### config.mk
export PLATFORM = sky130hd
export DESIGN_NAME = fifo_drain_arbiter_flat
export DESIGN_NICKNAME = d
export VERILOG_FILES = /design/src/rtl/fifo_drain_arbiter_if.sv /design/src/rtl/fifo_drain_arbiter.sv /design/src/flat_wrapper.sv
export SDC_FILE = /design/constraint.sdc
export NUM_CORES = 1
export LEC_CHECK = 0
export CAP_MARGIN = 20
export CORE_AREA = 2 2 136 138
export DETAILED_ROUTE_END_ITERATION = 7
export DIE_AREA = 0 0 138 140
export GPL_TIMING_DRIVEN = 0
export MAX_ROUTING_LAYER = met4
export PLACE_DENSITY = 0.66
export SYNTH_ARGS = -nofsm -noshare
export SYNTH_HDL_FRONTEND = slang
export SYNTH_SLANG_ARGS = --single-unit
### constraint.sdc
create_clock -name CLK -period 2.8 [get_ports CLK]
set_input_delay 0.28 -clock CLK [delete_from_list [all_inputs] [get_ports CLK]]
set_output_delay 0.28 -clock CLK [all_outputs]
set_load 0.02 [all_outputs]
### src/rtl/fifo_drain_arbiter_if.sv
// Handshake bundle between N_SRC source FIFOs, the drain arbiter and its consumer.
// The master modport is the arbiter's view; slave is the FIFO/consumer side.
interface fifo_drain_arbiter_if #(
  parameter int N_SRC = 4,
  parameter int WIDTH = 64
);

  logic [N_SRC-1:0]       src_empty;
  logic [N_SRC*WIDTH-1:0] src_dout;
  logic [N_SRC-1:0]       src_rden;
  logic                   out_rden;
  logic                   out_empty;
  logic [WIDTH-1:0]       out_dout;
  logic [2:0]             out_src;
  logic [N_SRC-1:0]       grant;
  logic                   burst_done;
  logic [8:0]             burst_len;

  modport master (
    input  src_empty, src_dout, out_rden,
    output src_rden, out_empty, out_dout, out_src, grant, burst_done, burst_len
  );

  modport slave (
    output src_empty, src_dout, out_rden,
    input  src_rden, out_empty, out_dout, out_src, grant, burst_done, burst_len
  );

endinterface

### src/rtl/fifo_drain_arbiter.sv
// Round-robin burst scheduler draining N_SRC FWFT FIFOs through one registered
// FWFT output stage; each word carries its source index.
module fifo_drain_arbiter #(
  parameter int N_SRC   = 4,
  parameter int WIDTH   = 64,
  parameter int BURST   = 16,
  parameter int TIMEOUT = 4
) (
  input  logic                 CLK,
  input  logic                 RESET_N,
  fifo_drain_arbiter_if.master bus
);

  localparam int                IDX_W       = $clog2(N_SRC);
  localparam int                TO_W        = $clog2(TIMEOUT + 1);
  localparam logic [8:0]        BURST_LEN   = 9'(BURST);
  localparam logic [TO_W-1:0]   TIMEOUT_CNT = TO_W'(TIMEOUT);
  localparam logic [IDX_W-1:0]  LAST_IDX    = IDX_W'(N_SRC - 1);

  typedef enum logic [0:0] {
    ST_IDLE  = 1'b0,
    ST_BURST = 1'b1
  } state_t;

  function automatic logic [N_SRC-1:0] onehot(input logic [IDX_W-1:0] idx);
    logic [N_SRC-1:0] vec;
    vec      = {N_SRC{1'b0}};
    vec[idx] = 1'b1;
    return vec;
  endfunction

  state_t               state_r;
  logic [IDX_W-1:0]     rr_ptr_r;
  logic [IDX_W-1:0]     gidx_r;
  logic [8:0]           cnt_r;
  logic [TO_W-1:0]      idle_cnt_r;
  logic [N_SRC-1:0]     grant_r;
  logic                 burst_done_r;
  logic [8:0]           burst_len_r;
  logic                 out_empty_r;
  logic [WIDTH-1:0]     out_dout_r;
  logic [2:0]           out_src_r;

  logic                 found_s;
  logic [IDX_W-1:0]     pick_s;
  logic [IDX_W-1:0]     scan_idx_s;
  logic                 gsel_empty_s;
  logic [WIDTH-1:0]     gsel_dout_s;
  logic                 load_s;
  logic [8:0]           cnt_next_s;
  logic [TO_W-1:0]      idle_next_s;
  logic                 release_s;

  // Round-robin search starting just after the most recently granted source.
  always_comb begin
    found_s    = 1'b0;
    pick_s     = rr_ptr_r;
    scan_idx_s = rr_ptr_r;
    for (int i = 1; i <= N_SRC; i++) begin
      scan_idx_s = IDX_W'((int'(rr_ptr_r) + i) % N_SRC);
      if (!found_s && !bus.src_empty[scan_idx_s]) begin
        found_s = 1'b1;
        pick_s  = scan_idx_s;
      end else begin
        pick_s  = pick_s;
      end
    end
  end

  // Granted-source view, load decision and release condition for this cycle.
  always_comb begin
    gsel_empty_s = 1'b1;
    gsel_dout_s  = {WIDTH{1'b0}};
    for (int i = 0; i < N_SRC; i++) begin
      if (gidx_r == IDX_W'(i)) begin
        gsel_empty_s = bus.src_empty[i];
        gsel_dout_s  = bus.src_dout[i*WIDTH +: WIDTH];
      end else begin
        gsel_dout_s  = gsel_dout_s;
      end
    end

    load_s = (state_r == ST_BURST) && !gsel_empty_s && (out_empty_r || bus.out_rden);

    if (load_s) begin
      cnt_next_s = cnt_r + 9'd1;
    end else begin
      cnt_next_s = cnt_r;
    end

    // A stalled but non-empty source counts as active, so stalls never time out.
    if (gsel_empty_s) begin
      idle_next_s = idle_cnt_r + TO_W'(1);
    end else begin
      idle_next_s = {TO_W{1'b0}};
    end

    if (state_r == ST_BURST) begin
      release_s = (load_s && (cnt_next_s == BURST_LEN)) || (idle_next_s == TIMEOUT_CNT);
    end else begin
      release_s = 1'b0;
    end
  end

  // Grant FSM: one arbitration cycle in IDLE, then words until count or timeout.
  always_ff @(posedge CLK or negedge RESET_N) begin
    if (!RESET_N) begin
      state_r      <= ST_IDLE;
      rr_ptr_r     <= LAST_IDX;
      gidx_r       <= {IDX_W{1'b0}};
      cnt_r        <= 9'd0;
      idle_cnt_r   <= {TO_W{1'b0}};
      grant_r      <= {N_SRC{1'b0}};
      burst_done_r <= 1'b0;
      burst_len_r  <= 9'd0;
    end else begin
      burst_done_r <= 1'b0;
      case (state_r)
        ST_IDLE: begin
          if (found_s) begin
            state_r    <= ST_BURST;
            grant_r    <= onehot(pick_s);
            gidx_r     <= pick_s;
            rr_ptr_r   <= pick_s;
            cnt_r      <= 9'd0;
            idle_cnt_r <= {TO_W{1'b0}};
          end else begin
            grant_r    <= {N_SRC{1'b0}};
          end
        end
        ST_BURST: begin
          cnt_r      <= cnt_next_s;
          idle_cnt_r <= idle_next_s;
          if (release_s) begin
            state_r      <= ST_IDLE;
            grant_r      <= {N_SRC{1'b0}};
            burst_done_r <= 1'b1;
            burst_len_r  <= cnt_next_s;
          end else begin
            state_r      <= ST_BURST;
          end
        end
        default: begin
          state_r <= ST_IDLE;
          grant_r <= {N_SRC{1'b0}};
        end
      endcase
    end
  end

  // Output register stage: filled by a load, emptied by a consumer pop.
  always_ff @(posedge CLK or negedge RESET_N) begin
    if (!RESET_N) begin
      out_empty_r <= 1'b1;
      out_dout_r  <= {WIDTH{1'b0}};
      out_src_r   <= 3'd0;
    end else if (load_s) begin
      out_empty_r <= 1'b0;
      out_dout_r  <= gsel_dout_s;
      out_src_r   <= 3'(gidx_r);
    end else if (bus.out_rden) begin
      out_empty_r <= 1'b1;
    end else begin
      out_empty_r <= out_empty_r;
    end
  end

  assign bus.src_rden   = load_s ? onehot(gidx_r) : {N_SRC{1'b0}};
  assign bus.out_empty  = out_empty_r;
  assign bus.out_dout   = out_dout_r;
  assign bus.out_src    = out_src_r;
  assign bus.grant      = grant_r;
  assign bus.burst_done = burst_done_r;
  assign bus.burst_len  = burst_len_r;

endmodule

### src/flat_wrapper.sv
// flat-port wrapper written by rule: the top's interface ports become plain ports
module fifo_drain_arbiter_flat 
#(
  parameter int N_SRC   = 4,
  parameter int WIDTH   = 64,
  parameter int BURST   = 16,
  parameter int TIMEOUT = 4
)
  (CLK, RESET_N, bus_src_empty, bus_src_dout, bus_out_rden, bus_src_rden, bus_out_empty, bus_out_dout, bus_out_src, bus_grant, bus_burst_done, bus_burst_len);
  fifo_drain_arbiter_if #(.N_SRC(N_SRC), .WIDTH(WIDTH)) bus_i ();
  input  logic CLK;
  input  logic RESET_N;
  input wire logic [$bits(bus_i.src_empty)-1:0] bus_src_empty;
  input wire logic [$bits(bus_i.src_dout)-1:0] bus_src_dout;
  input wire logic [$bits(bus_i.out_rden)-1:0] bus_out_rden;
  output wire logic [$bits(bus_i.src_rden)-1:0] bus_src_rden;
  output wire logic [$bits(bus_i.out_empty)-1:0] bus_out_empty;
  output wire logic [$bits(bus_i.out_dout)-1:0] bus_out_dout;
  output wire logic [$bits(bus_i.out_src)-1:0] bus_out_src;
  output wire logic [$bits(bus_i.grant)-1:0] bus_grant;
  output wire logic [$bits(bus_i.burst_done)-1:0] bus_burst_done;
  output wire logic [$bits(bus_i.burst_len)-1:0] bus_burst_len;
  assign bus_i.src_empty = bus_src_empty;
  assign bus_i.src_dout = bus_src_dout;
  assign bus_i.out_rden = bus_out_rden;
  assign bus_src_rden = bus_i.src_rden;
  assign bus_out_empty = bus_i.out_empty;
  assign bus_out_dout = bus_i.out_dout;
  assign bus_out_src = bus_i.out_src;
  assign bus_grant = bus_i.grant;
  assign bus_burst_done = bus_i.burst_done;
  assign bus_burst_len = bus_i.burst_len;
  fifo_drain_arbiter #(.N_SRC(N_SRC), .WIDTH(WIDTH), .BURST(BURST), .TIMEOUT(TIMEOUT)) u_core (.CLK(CLK), .RESET_N(RESET_N), .bus(bus_i));
endmodule
==> impl_metrics.csv <==
group,metric,value,unit
status,status,"finished, final reports clean",
floorplan,fp.dieH,140,um
pwr,intPower,5.48,mW
timing,rsz0062_at_grt,"false",
worst_setup_path,worstSetupPathType,"in -> out",
worst_setup_path,cp_cell_sequence,"clkdlybuf4s50_1 > mux4_2 > buf_4 > nor2_4 > buf_4 > nand2_1 > nor2_1 > dlygate4sd2_1",
run,drv_cap,0,
pwr,leakage,4.17,nW
pwr,powerDensity,965,nW/um^2
global_route,grt_use_met2,0.390,
logic_synthesis,synth_top_area_share,0.423,
timing,holdWs,0.472,ns
routing,wire_per_inst,19.5,um
global_route,grtUsageMet1,0.272,
worst_hold_path,min_to,"u_core.bus.out_dout[29]",
logic_synthesis,ys.flop_type,"dfrtp_1",
timing,setup_tns,0,ns
logic_synthesis,netlist_area,5620,um^2
worst_setup_path,cpPeakStageDelay,0.51,ns
logic_synthesis,synth_top_area_cell,"dfrtp_1",
global_route,track_usage,0.231,
global_route,grt_max_degree,51,
pwr,p_switching,3.97,mW
logic_synthesis,synth_seq_area_share,0.437,
timing,finalSetupViolations,0,
cts,clock_sinks,98,
worst_setup_path,r2r_end,"u_core.bus.burst_len[4]",
routing,ant_nets,0,
routing,drt-initial-drc-count,189,
finish,final_area,9790,um^2
cts,clk_pin_slew,0.07,ns
worst_setup_path,endpoint_kind,"output port",
logic_synthesis,synthTopCellsByArea,"dfrtp_1 (42%), mux4_2 (26%), nand2_1 (14%)",
finish,layout.nets,1151,
worst_hold_path,hold_path_depth,2,
cts,htree_num_levels,3,
timing,min_period,2.66,ns
cts,cts-root-buf,"clkbuf_16",
worst_hold_path,holdCritStartpoint,"u_core.bus.out_dout[29]",
timing,final.setup.worst_slack,0.136,ns
logic_synthesis,synth_edf_count,0,
finish,syn_to_final_growth,74.3,%
timing,timing.fmax,375,MHz
worst_setup_path,cp.arrival,2.38,ns
floorplan,die_area,19300,um^2
finish,finish.utilization,0.551,
floorplan,start_util,0.316,
logic_synthesis,yosysUniqueCellTypes,41,
worst_setup_path,cp_top_family,"buffers and inverters",
worst_setup_path,reg2reg_from,"u_core.gidx_r[0]",
place,io_buffers,347,
cts,cts_tree,"done",
place,gp_congestion,0.863,
pwr,pwr-share-clk,0.126,
finish,fill_cells,1623,
worst_setup_path,cpMostUsedCell,"buf_4",
pwr,swShare,0.420,
timing,hold_viol_final,0,
routing,vias_per_cell,4.91,
pwr,ir_drop,0.455,mV
timing,finClkSkew,0.00816,ns
global_route,grt_antenna_before_repair,2,
cts,cts_made_buffers,9,
worst_setup_path,crit_required,2.52,ns
place,dp_cells,1096,
pwr,p_seq_frac,0.261,
pwr,power_frac_comb,0.613,
finish,fin_cells,1122,
worst_setup_path,reg2reg_setup_slack,0.15,ns
routing,routed_wl,21900,um
timing,period_share,0.951,
worst_hold_path,min_path_type,"reg -> reg",
global_route,overflow,0,
place,placed_area,9400,um^2
floorplan,fp-row-count,49,
worst_setup_path,slowest_stage,"mux4_2",
floorplan,die_w,138,um
timing,slew_headroom,0.361,
global_route,grt_most_used_layer,"met2",
logic_synthesis,ys_ff_latch,98,
worst_setup_path,critPathLaunchType,"input pin",
place,dp_slack,-0.790,ns
logic_synthesis,syn_avg_cell_area,10.8,um^2
logic_synthesis,async_reset_ff_frac,1.00,
global_route,grt_use_met3,0.0660,
logic_synthesis,synth_most_common_cell,"nand2_1",
floorplan,coreArea,17800,um^2
timing,worst_pin_slew,0.958,ns
routing,dr.pass1.iters,4,
floorplan,io-pin-count,349,
timing,maxSlewViolCount,0,
routing,drcViolationCount,0,
place,dp_hpwl,17300,um
global_route,grt_pass1_wl,33000,um
logic_synthesis,synth.top_cells.by_count,"nand2_1 (214), dfrtp_1 (95), mux4_2 (65), clkbuf_1 (23)",
logic_synthesis,syn_nets,784,
global_route,grt_pass1_vias,5672,
finish,drive_gt1_frac,0.125,
worst_setup_path,cp_max_fo,10,
worst_setup_path,critPathBufInv,4,
cts,clock_path_buffers,2,
pwr,p_total,9.45,mW
logic_synthesis,synth_warnings,0,
logic_synthesis,synth_cells,519,
routing,vias,5507,
worst_setup_path,ff2ff_path_depth,10,
cts,clk_latency,0.34,ns
[area by class of cell]
| cell class | instances | area, um^2 | share of cell area |
|---|---|---|---|
| inverter | 9 | 33.8 | 0.00345 |
| multi-input combinational | 376 | 2990 | 0.305 |
| clock buffer | 14 | 264 | 0.0270 |
| buffer | 35 | 171 | 0.0175 |
| sequential | 98 | 2460 | 0.251 |
| timing repair buffer | 357 | 3580 | 0.365 |
| tap | 229 | 287 | 0.0293 |
| clock inverter | 2 | 12.5 | 0.00128 |
| antenna | 2 | 5.00 | 0.000511 |
[registers in the layout (all words and copies together) (netlist names), 2 cells and up]
| name | count |
|---|---|
| u_core.bus.out_dout | 64 |
| u_core.bus.burst_len | 9 |
| u_core.cnt_r | 9 |
| u_core.bus.grant | 4 |
| u_core.idle_cnt_r | 3 |
| u_core.bus.out_src | 2 |
| u_core.gidx_r | 2 |
| u_core.rr_ptr_r | 2 |
[how the worst max path moves through the flow]
stage | startpoint | end | slack, ns | cells after the start
after floorplan | u_core.gidx_r[0] | u_core.bus.burst_len[0] | 0.41 | 9
after global placement | RESET_N | u_core.bus.out_dout[46] | -2.50 | 1
after detailed placement | bus_src_empty[1] | bus_src_rden[2] | -0.79 | 7
after CTS | u_core.gidx_r[0] | u_core.bus.burst_len[4] | 0.03 | 10
after global routing | u_core.gidx_r[0] | u_core.bus.burst_len[4] | 0.02 | 10
final | bus_src_empty[0] | bus_src_rden[2] | 0.14 | 8
[worst register-to-register path: stages (launching register included)]
cell and delay (ns):
dfrtp_1 0.34, buf_6 0.11, mux4_2 0.50, buf_4 0.18, or2_1 0.22, buf_6 0.15, a2111oi_4 0.31, nand4_1 0.15
nand2b_1 0.14, buf_6 0.15, mux2_4 0.30
[layer usage]
layer / part of all wire / routed length [um] / vias up
met5: 0 / 0 / -
met4: 0.020 / 437 / 0
met2: 0.51 / 11200 / 230
met1: 0.40 / 8790 / 2693
met3: 0.069 / 1510 / 27
li1: - / - / 2557
[placed cells by master (no fill, tap or decap), types with 3 or more instances in the layout]
cell               n
a22o_1             7
a32o_1             3
and2_1             3
buf_1              8
buf_4             10
buf_6              3
clkbuf_1          21
clkbuf_16          9
clkdlybuf4s50_1  343
dfrtp_1           94
dfstp_2            3
inv_1              9
mux2_4             7
mux4_2            65
nand2_1          214
nand3_1            6
nor2_1            14
nor3_1             3
nor4_1             3
o21ai_0           14
xnor2_1            7
[kinds of logic after synthesis]
logic type                 Yosys count  share of synthesized area
muxes                               73                      0.281
xor gates and xnor gates             9                     0.0140
other                                1                   0.000667
buffers and inverters               45                     0.0327
DFF                                 98                      0.437
and+or+nand+nor                    257                      0.185
adders and majority gates            2                    0.00445
AOI/OAI and AO/OA                   34                     0.0448
[what timing repair did]
item,in CTS,in global routing
gates cloned,0,1
pin swaps,1,2
endpoints found under the hold margin,18,0
endpoints found under the setup margin,51,49
setup buffers,2,4
resized for setup,12,9
hold buffers,1,0
[power groups by stage]
stage               logic [mW]  registers [mW]  clock network (mW)
CTS                       5.81            2.46                1.22
global route              6.27            2.55                1.28
detailed placement        5.77            2.45                   0
floorplan                 2.67            3.06                   0
finish                    5.79            2.47                1.19
global placement          5.72            2.43                   0
Power figures use the tool's default switching activity.
